### config.mk
export PLATFORM = sky130hd
export DESIGN_NAME = instr_fetch_unit_flat
export DESIGN_NICKNAME = d
export VERILOG_FILES = /design/src/rtl/instr_fetch_unit_if.sv /design/src/rtl/instr_fetch_unit.sv /design/src/flat_wrapper.sv
export SDC_FILE = /design/constraint.sdc
export NUM_CORES = 1
export LEC_CHECK = 0
export CORE_ASPECT_RATIO = 0.9
export CORE_MARGIN = 2
export CORE_UTILIZATION = 45
export DETAILED_ROUTE_END_ITERATION = 12
export PLACE_DENSITY = 0.84
export SLEW_MARGIN = 20
export SYNTH_ARGS = -nofsm -noshare
export SYNTH_HDL_FRONTEND = slang
export SYNTH_SLANG_ARGS = --single-unit
### constraint.sdc
create_clock -name IFClk -period 5.8 [get_ports IFClk]
set_clock_uncertainty 0.2 [all_clocks]
set_input_delay 1.16 -clock IFClk [delete_from_list [all_inputs] [get_ports IFClk]]
set_output_delay 1.16 -clock IFClk [all_outputs]
set_load 0.02 [all_outputs]
### src/rtl/instr_fetch_unit_if.sv
// Instruction-memory fetch bus between the fetch unit and instruction memory.
//   IFImemReq    fetch request (fetch unit -> memory)
//   IFImemAddr   fetch address, XLEN bits (fetch unit -> memory)
//   IFImemGnt    memory accepts the request this cycle (memory -> fetch unit)
//   IFImemRValid read data valid (memory -> fetch unit)
//   IFImemRData  32-bit read data (memory -> fetch unit)
// Modports: master = fetch unit side, slave = memory side.
interface instr_fetch_unit_if #(
  parameter int unsigned XLEN = 32
);
  logic            IFImemReq;
  logic [XLEN-1:0] IFImemAddr;
  logic            IFImemGnt;
  logic            IFImemRValid;
  logic [31:0]     IFImemRData;

  modport master (
    output IFImemReq, IFImemAddr,
    input  IFImemGnt, IFImemRValid, IFImemRData
  );

  modport slave (
    input  IFImemReq, IFImemAddr,
    output IFImemGnt, IFImemRValid, IFImemRData
  );
endinterface

### src/rtl/instr_fetch_unit.sv
// Fetch stage feeding the instruction decoder. Holds the PC, fetches one
// instruction at a time over the req/gnt/rvalid bus, and presents the held
// instruction plus its decoded register/opcode fields until the core retires
// it with IFAdvance. Next PC is PC+4 or the redirect target (bit0 cleared).
//
// Parameters: XLEN (PC width), RESET_PC (PC after reset), TIMEOUT (max
// REQ+WAIT cycles before a bus error, 0 disables).
// Ports:
//   IFClk, IFRstN        clock, synchronous active-low reset
//   imem                 fetch bus (master modport of instr_fetch_unit_if)
//   IFAdvance            core retires the presented instruction
//   IFNextPCSrc/IFTarget redirect select and target, sampled with IFAdvance
//   IFInstValid, IFInst  held instruction and its valid flag
//   IFOpcode..IFRd       instruction fields
//   IFPC, IFPCPlus4      PC of the held/fetching instruction and its link value
//   IFErr, IFMisaligned  sticky fetch error / misaligned-target flags
// Build option: IF_MISALIGN_TRAP_EN -- a taken redirect with target bit1 set
// loads the PC, issues no fetch and enters the error state with IFMisaligned.
module instr_fetch_unit #(
  parameter int unsigned     XLEN     = 32,
  parameter logic [XLEN-1:0] RESET_PC = '0,
  parameter int unsigned     TIMEOUT  = 255
) (
  input  logic                IFClk,
  input  logic                IFRstN,
  instr_fetch_unit_if.master  imem,
  input  logic                IFAdvance,
  input  logic                IFNextPCSrc,
  input  logic [XLEN-1:0]     IFTarget,
  output logic                IFInstValid,
  output logic [31:0]         IFInst,
  output logic [6:0]          IFOpcode,
  output logic [2:0]          IFFunct3,
  output logic [6:0]          IFFunct7,
  output logic [4:0]          IFRs1,
  output logic [4:0]          IFRs2,
  output logic [4:0]          IFRd,
  output logic [XLEN-1:0]     IFPC,
  output logic [XLEN-1:0]     IFPCPlus4,
  output logic                IFErr,
  output logic                IFMisaligned
);

  typedef enum logic [2:0] {S_IDLE, S_REQ, S_WAIT, S_VALID, S_ERR} state_t;

  // Counter is one wider than TIMEOUT needs so a grant on the expiry cycle
  // can carry the count into WAIT without wrapping.
  localparam int unsigned     CW       = $clog2(TIMEOUT + 2);
  localparam logic [CW-1:0]   TO_LIMIT = CW'(TIMEOUT);

  state_t          state;
  logic [XLEN-1:0] pc;
  logic [XLEN-1:0] pc_plus4;
  logic [XLEN-1:0] redirect_pc;
  logic [31:0]     inst_q;
  logic            req_q;
  logic            valid_q;
  logic            err_q;
  logic            mis_q;
  logic [CW-1:0]   tcnt;
  logic [CW-1:0]   tcnt_inc;
  logic            expire;
  logic            trap;

  always_comb begin
    pc_plus4    = pc + XLEN'(4);
    redirect_pc = IFTarget & ~XLEN'(1);
    tcnt_inc    = tcnt + CW'(1);
    expire      = (TIMEOUT != 0) && (tcnt_inc >= TO_LIMIT);
  end

`ifdef IF_MISALIGN_TRAP_EN
  assign trap = IFNextPCSrc & IFTarget[1];
`else
  assign trap = 1'b0;
`endif

  always_ff @(posedge IFClk) begin
    if (!IFRstN) begin
      state   <= S_IDLE;
      pc      <= RESET_PC;
      req_q   <= 1'b0;
      valid_q <= 1'b0;
      inst_q  <= 32'h0000_0013;
      err_q   <= 1'b0;
      mis_q   <= 1'b0;
      tcnt    <= '0;
    end else begin
      unique case (state)
        S_IDLE: begin
          state <= S_REQ;
          req_q <= 1'b1;
          tcnt  <= '0;
        end
        // Grant/rvalid are checked before expiry so they win a tie.
        S_REQ: begin
          if (imem.IFImemGnt) begin
            state <= S_WAIT;
            req_q <= 1'b0;
            tcnt  <= tcnt_inc;
          end else if (expire) begin
            state <= S_ERR;
            req_q <= 1'b0;
            err_q <= 1'b1;
          end else begin
            tcnt <= tcnt_inc;
          end
        end
        S_WAIT: begin
          if (imem.IFImemRValid) begin
            state   <= S_VALID;
            inst_q  <= imem.IFImemRData;
            valid_q <= 1'b1;
          end else if (expire) begin
            state <= S_ERR;
            err_q <= 1'b1;
          end else begin
            tcnt <= tcnt_inc;
          end
        end
        S_VALID: begin
          if (IFAdvance) begin
            valid_q <= 1'b0;
            pc      <= IFNextPCSrc ? redirect_pc : pc_plus4;
            if (trap) begin
              state <= S_ERR;
              err_q <= 1'b1;
              mis_q <= 1'b1;
            end else begin
              state <= S_REQ;
              req_q <= 1'b1;
              tcnt  <= '0;
            end
          end
        end
        S_ERR: begin
          req_q   <= 1'b0;
          valid_q <= 1'b0;
        end
        default: begin
          state   <= S_ERR;
          req_q   <= 1'b0;
          valid_q <= 1'b0;
          err_q   <= 1'b1;
        end
      endcase
    end
  end

  assign imem.IFImemReq  = req_q;
  assign imem.IFImemAddr = pc;

  assign IFInstValid  = valid_q;
  assign IFInst       = inst_q;
  assign IFOpcode     = inst_q[6:0];
  assign IFFunct3     = inst_q[14:12];
  assign IFFunct7     = inst_q[31:25];
  assign IFRs1        = inst_q[19:15];
  assign IFRs2        = inst_q[24:20];
  assign IFRd         = inst_q[11:7];
  assign IFPC         = pc;
  assign IFPCPlus4    = pc_plus4;
  assign IFErr        = err_q;
  assign IFMisaligned = mis_q;

endmodule

### src/flat_wrapper.sv
// flat-port wrapper written by rule: the top's interface ports become plain ports
module instr_fetch_unit_flat 
#(
  parameter int unsigned     XLEN     = 32,
  parameter logic [XLEN-1:0] RESET_PC = '0,
  parameter int unsigned     TIMEOUT  = 255
)
  (IFClk, IFRstN, IFAdvance, IFNextPCSrc, IFTarget, IFInstValid, IFInst, IFOpcode, IFFunct3, IFFunct7, IFRs1, IFRs2, IFRd, IFPC, IFPCPlus4, IFErr, IFMisaligned, imem_IFImemReq, imem_IFImemAddr, imem_IFImemGnt, imem_IFImemRValid, imem_IFImemRData);
  instr_fetch_unit_if #(.XLEN(XLEN)) imem_i ();
  input  logic IFClk;
  input  logic IFRstN;
  input  logic IFAdvance;
  input  logic IFNextPCSrc;
  input  logic [XLEN-1:0] IFTarget;
  output logic IFInstValid;
  output logic [31:0] IFInst;
  output logic [6:0] IFOpcode;
  output logic [2:0] IFFunct3;
  output logic [6:0] IFFunct7;
  output logic [4:0] IFRs1;
  output logic [4:0] IFRs2;
  output logic [4:0] IFRd;
  output logic [XLEN-1:0] IFPC;
  output logic [XLEN-1:0] IFPCPlus4;
  output logic IFErr;
  output logic IFMisaligned;
  output wire logic [$bits(imem_i.IFImemReq)-1:0] imem_IFImemReq;
  output wire logic [$bits(imem_i.IFImemAddr)-1:0] imem_IFImemAddr;
  input wire logic [$bits(imem_i.IFImemGnt)-1:0] imem_IFImemGnt;
  input wire logic [$bits(imem_i.IFImemRValid)-1:0] imem_IFImemRValid;
  input wire logic [$bits(imem_i.IFImemRData)-1:0] imem_IFImemRData;
  assign imem_IFImemReq = imem_i.IFImemReq;
  assign imem_IFImemAddr = imem_i.IFImemAddr;
  assign imem_i.IFImemGnt = imem_IFImemGnt;
  assign imem_i.IFImemRValid = imem_IFImemRValid;
  assign imem_i.IFImemRData = imem_IFImemRData;
  instr_fetch_unit #(.XLEN(XLEN), .RESET_PC(RESET_PC), .TIMEOUT(TIMEOUT)) u_core (.IFClk(IFClk), .IFRstN(IFRstN), .imem(imem_i), .IFAdvance(IFAdvance), .IFNextPCSrc(IFNextPCSrc), .IFTarget(IFTarget), .IFInstValid(IFInstValid), .IFInst(IFInst), .IFOpcode(IFOpcode), .IFFunct3(IFFunct3), .IFFunct7(IFFunct7), .IFRs1(IFRs1), .IFRs2(IFRs2), .IFRd(IFRd), .IFPC(IFPC), .IFPCPlus4(IFPCPlus4), .IFErr(IFErr), .IFMisaligned(IFMisaligned));
endmodule
# Word-level counts from Yosys, hierarchy flattened
# Cells that the tools add are included.
# word_totals
memories	0
latch_bits	0
mem_bits_ro	0
ramBits	0
reg_bits	79
out_inout_bits	164
# classes
n_reduce_logical	11
eq_ne	9
addsub	2
n_mux	22
magnitude_cmp	1
div_mod_pow	0
n_bitwise	4
mul	0
n_shift	0
# ops
operator	n
$mux W9	4
$pmux W9 S4	1
$add A32 B3 Y32 const B	1
$mux W32	1
$pmux W3 S5	1
$mux W3	4
$reduce_and A3 Y1	4
$add A9 B1 Y9 const B	1
$ge A9 B8 Y1 const B	1
$mux W1	8
$ne A2 B2 Y1 const B	4
$eq A3 B2 Y1 const B	2
$pmux W1 S3	2
$reduce_and A2 Y1	3
$not A1 Y1	4
$pmux W1 S4	1
$reduce_bool A4 Y1	1
$eq A3 B1 Y1 const B	1
$eq A3 B3 Y1 const B	1
$logic_not A3 Y1	1
$ne A3 B2 Y1 const B	1
$reduce_or A3 Y1	1
$reduce_or A2 Y1	1

# Logic depth before layout (Yosys ltp)
# logic_depth
ltp_word	5
ltp_mapped	8
mapped_depth_nobuf	8

# Worst setup path after synthesis
# Ideal clock, no wire load.
# synth_timing
kind	reg2out
from	reg u_core.pc[2], in the netlist u_core.IFPC[2]
to	out IFPCPlus4[26]
stages_incl_launch_ff	8
t_arrival_ps	2345
n_path_buf	1
setup_slack_ps	2095
path_cell_list	dfxtp_1 > ha_1 > nand3_2 > or3_4 > or3_1 > buf_2 > nor2_4 > xor2_1
# synth_via
elab_chain_len	1
# synth_lines
item	line_no	text
from (decl)	instr_fetch_unit.sv:52	logic [XLEN-1:0] pc;
from (signal assigned)	instr_fetch_unit.sv:124	pc <= IFNextPCSrc ? redirect_pc : pc_plus4;
$add A32 B3 Y32	instr_fetch_unit.sv:66	pc_plus4 = pc + XLEN'(4);
to (decl)	flat_wrapper.sv:24	output logic [XLEN-1:0] IFPCPlus4;
# Every way passes these cells.

# Final worst setup path
# layout_timing
from	reg u_core.pc[2], in the netlist u_core.IFPC[2]
to	out IFPCPlus4[28]
# The elaborated chain is that of the path after synthesis.

==> out/results.md <==
## Timing
* 0 — Fin. Hold Viols
* 4.65 ns — final worst path period need
* 31.6% — relative slew slack
* 0.247 ns — Final Hold Slack
* 0 — number of pins with negative max-slew slack in the final report
* no — RSZ-0062 raised after global routing
* 0 ns — total negative setup slack
* 0 — endpoints failing setup
* 0.215 GHz — Achievable Freq
* 1.15 ns — post-layout worst setup margin
* 1.02 ns — Tightest Pin Transition
* 80.2% — period utilisation layout

## Global route
* 23200 µm — global-route wire length before repair
* 4596 — number of global-route vias before repair
* 0 — remaining global-route overflow
* 24.3% — total global routing track utilization
* 71 — maximum number of pins on one net before global-route repair
* 0 — initial antenna violation count

## Floorplanning
* 11800 µm² — full die area
* 45.9% — starting utilization of the core area
* 103 µm — die height
* 10700 µm² — Floorplan Core Area
* 36 — number of cell rows
* 114 µm — die outline width
* 234 — number of top-level design ports

## Place
* 228 — number of I/O port buffers
* 10600 µm — DP Wirelength
* 6720 µm² — cell area after placement
* 0.831 — Final GP Congestion
* 1.54 ns — worst-case setup slack after placement
* 903 — placed cells

## Status
* finished, final reports clean — outcome

## Logic synthesis
* sky130_fd_sc_hd__dfxtp_1 — commonest register cell after synthesis
* sky130_fd_sc_hd__dfxtp_1, sky130_fd_sc_hd__buf_4, sky130_fd_sc_hd__nand2_1 — ranking of synthesized cells by area
* sky130_fd_sc_hd__dfxtp_1 — largest area contributor in the synthesized netlist
* 0% — share of async-settable or async-resettable flops after synthesis
* 4920 µm² — cell area after synthesis
* 0 — count of flip-flops with a built-in enable after synthesis
* 74 — synth unique cells
* 31.8% — area share of the largest cell type after synthesis
* 0 — Synthesis Warnings
* 31.8% — post-synthesis sequential area ratio
* 78 — post-synthesis sequential element count
* 7.65 µm² — mean area per synthesized cell
* 643 — post-synthesis instance total

## Clocking
* 0 — hold buffer count at cts
* 9 — cts bufs inserted
* done — CTS tree
* 0 — post-cts repair resize count
* 78 — clock sink count
* 3 — H-tree depth
* 0 — Post-CTS Setup Bufs
* sky130_fd_sc_hd__clkbuf_16 — root buffer cell
* 2 — maximum buffer depth of the clock tree
* 0.33 ns — clock latency reported for the late side of the worst-skew pair
* 0.06 ns — clock slew seen by the registers of the worst setup and hold paths

## Cells and area
* 855 — final-stage net count
* sky130_fd_sc_hd__clkdlybuf4s50_1, sky130_fd_sc_hd__nand2_1, sky130_fd_sc_hd__dfxtp_1, sky130_fd_sc_hd__a21oi_1, sky130_fd_sc_hd__nor2_1 — most used cells in the layout excluding fill and tap cells
* 890 — Filler Cells Inserted
* sky130_fd_sc_hd__clkdlybuf4s50_1 — most frequent standard cell in the layout excluding fill and tap cells
* 1560 µm² — sequential cell area
* 7050 µm² — post-route cell area
* 43.4% — relative area change from synthesis to final layout
* 2610 µm² — multi-input gate area in the final layout
* 0 — Ant. Diodes
* 920 — Finished Layout Cells
* 6.73% — share of cells above drive strength 1

## Setup path
* flop — kind of start point of the critical path
* 9 — highest net fanout along the worst path
* reg -> out — worst setup path class
* primary output — endpoint class of the critical path
* 4.44 ns — required time at the worst-slack endpoint
* 3.29 ns — WP data arrival

## Detailed routing
* 0 — DRC errors left
* 15200 µm — routed wire length
* 292 — Starting DRT DRC Count
* 0 — final antenna-violating net count
* 16.5 µm — detail-routed net length per standard cell
* 5.42 — number of vias per cell
* 5 — total iterations of the first detailed-routing run
* 4988 — via count of the routed design

## Run
* 0 — max cap viols

## Power and ir drop
* 2.42 nW — leakage component of the power
* 195 nW/µm² — Pwr Density
* 0.000155 V — Max IR drop VDD

## Hold path
* reg -> reg — class of the tightest hold or removal check

-- kinds of logic (layout without fill, tap and decap cells) --
logic type | Yosys count | after routing | synth area share (%)
AND/OR/NAND/NOR | 247 | 247 | 25.3
AO/OA/AOI/OAI | 155 | 155 | 20.5
buffers and inverters | 126 | 267 | 15.6
flip-flops | 78 | 78 | 31.8
XOR/XNOR | 30 | 30 | 5.34
adder cells (fa/ha/maj) | 3 | 3 | 0.763
multiplexers | 3 | 3 | 0.611
other | 1 | 4 | 0.0763
-- worst paths after layout --
| check | slack [ns] | from | end | cells after the start |
|---|---|---|---|---|
| setup reg to reg | 3.01 | u_core.IFPC[2] | u_core.IFPC[26] | 7 |
| hold / removal | 0.25 | u_core.IFErr | u_core.IFErr | 2 |
| setup / recovery | 1.15 | u_core.IFPC[2] | IFPCPlus4[28] | 7 |
| hold reg to reg | 0.25 | u_core.IFErr | u_core.IFErr | 2 |
-- report_power, final --
| part | switching [W] | internal (W) | total [W] |
|---|---|---|---|
| clock network | 0.000222 | 0.000376 | 0.000598 |
| logic | 0.000105 | 0.000103 | 0.000208 |
| registers | 0.0000183 | 0.000548 | 0.000566 |
| total | 0.000345 | 0.00103 | 0.00137 |
-- layout make-up --
type	instances	area share [%]
Multi-Input combinational cell	442	37.1
Inverter	17	0.905
Sequential cell	78	22.1
Timing Repair Buffer	234	33.0
Tap cell	133	2.36
Clock inverter	6	1.22
Clock buffer	10	3.25
-- critical path, stage by stage (launching register included) --
cell	delay, ns
sky130_fd_sc_hd__dfxtp_1	0.51
sky130_fd_sc_hd__ha_1	0.33
sky130_fd_sc_hd__nand3_2	0.15
sky130_fd_sc_hd__or3_4	0.46
sky130_fd_sc_hd__or3_1	0.50
sky130_fd_sc_hd__nor2b_4	0.20
sky130_fd_sc_hd__xor2_1	0.17
sky130_fd_sc_hd__clkdlybuf4s50_1	0.65
-- through the flow --
stage          power [W]  utilization [%]
2_1_floorplan   0.000688                -
3_3_place_gp    0.000778             62.7
3_5_place_dp    0.000782             62.7
4_1_cts          0.00138             65.6
5_1_grt          0.00142             65.8
6_report         0.00137             65.8
-- Yosys cell counts (all sizes together) (14+ instances only) --
cell type / n
clkbuf: 34
o21ai: 29
nand2: 108
xnor2: 16
nor3: 15
dfxtp: 78
a21oi: 64
nand3: 26
nor2: 37
inv: 17
xor2: 14
buf: 75
-- layer usage --
layer	routed length, µm	GRT usage [%]	up-vias
met5	0	0	-
met4	340	8.82	0
met3	980	3.61	27
met2	7530	41.8	197
met1	6340	31.4	2323
li1	-	-	2441
-- sequential cells by signal, indices dropped and copies added, names as in the netlist --
name	flops
u_core.tcnt	9
u_core.imem.IFImemReq	1
u_core.IFPC	31
u_core.IFInst	32
u_core.IFInstValid	1
u_core.state	3
u_core.IFErr	1
Note: power is estimated with default switching activity, not from simulation.
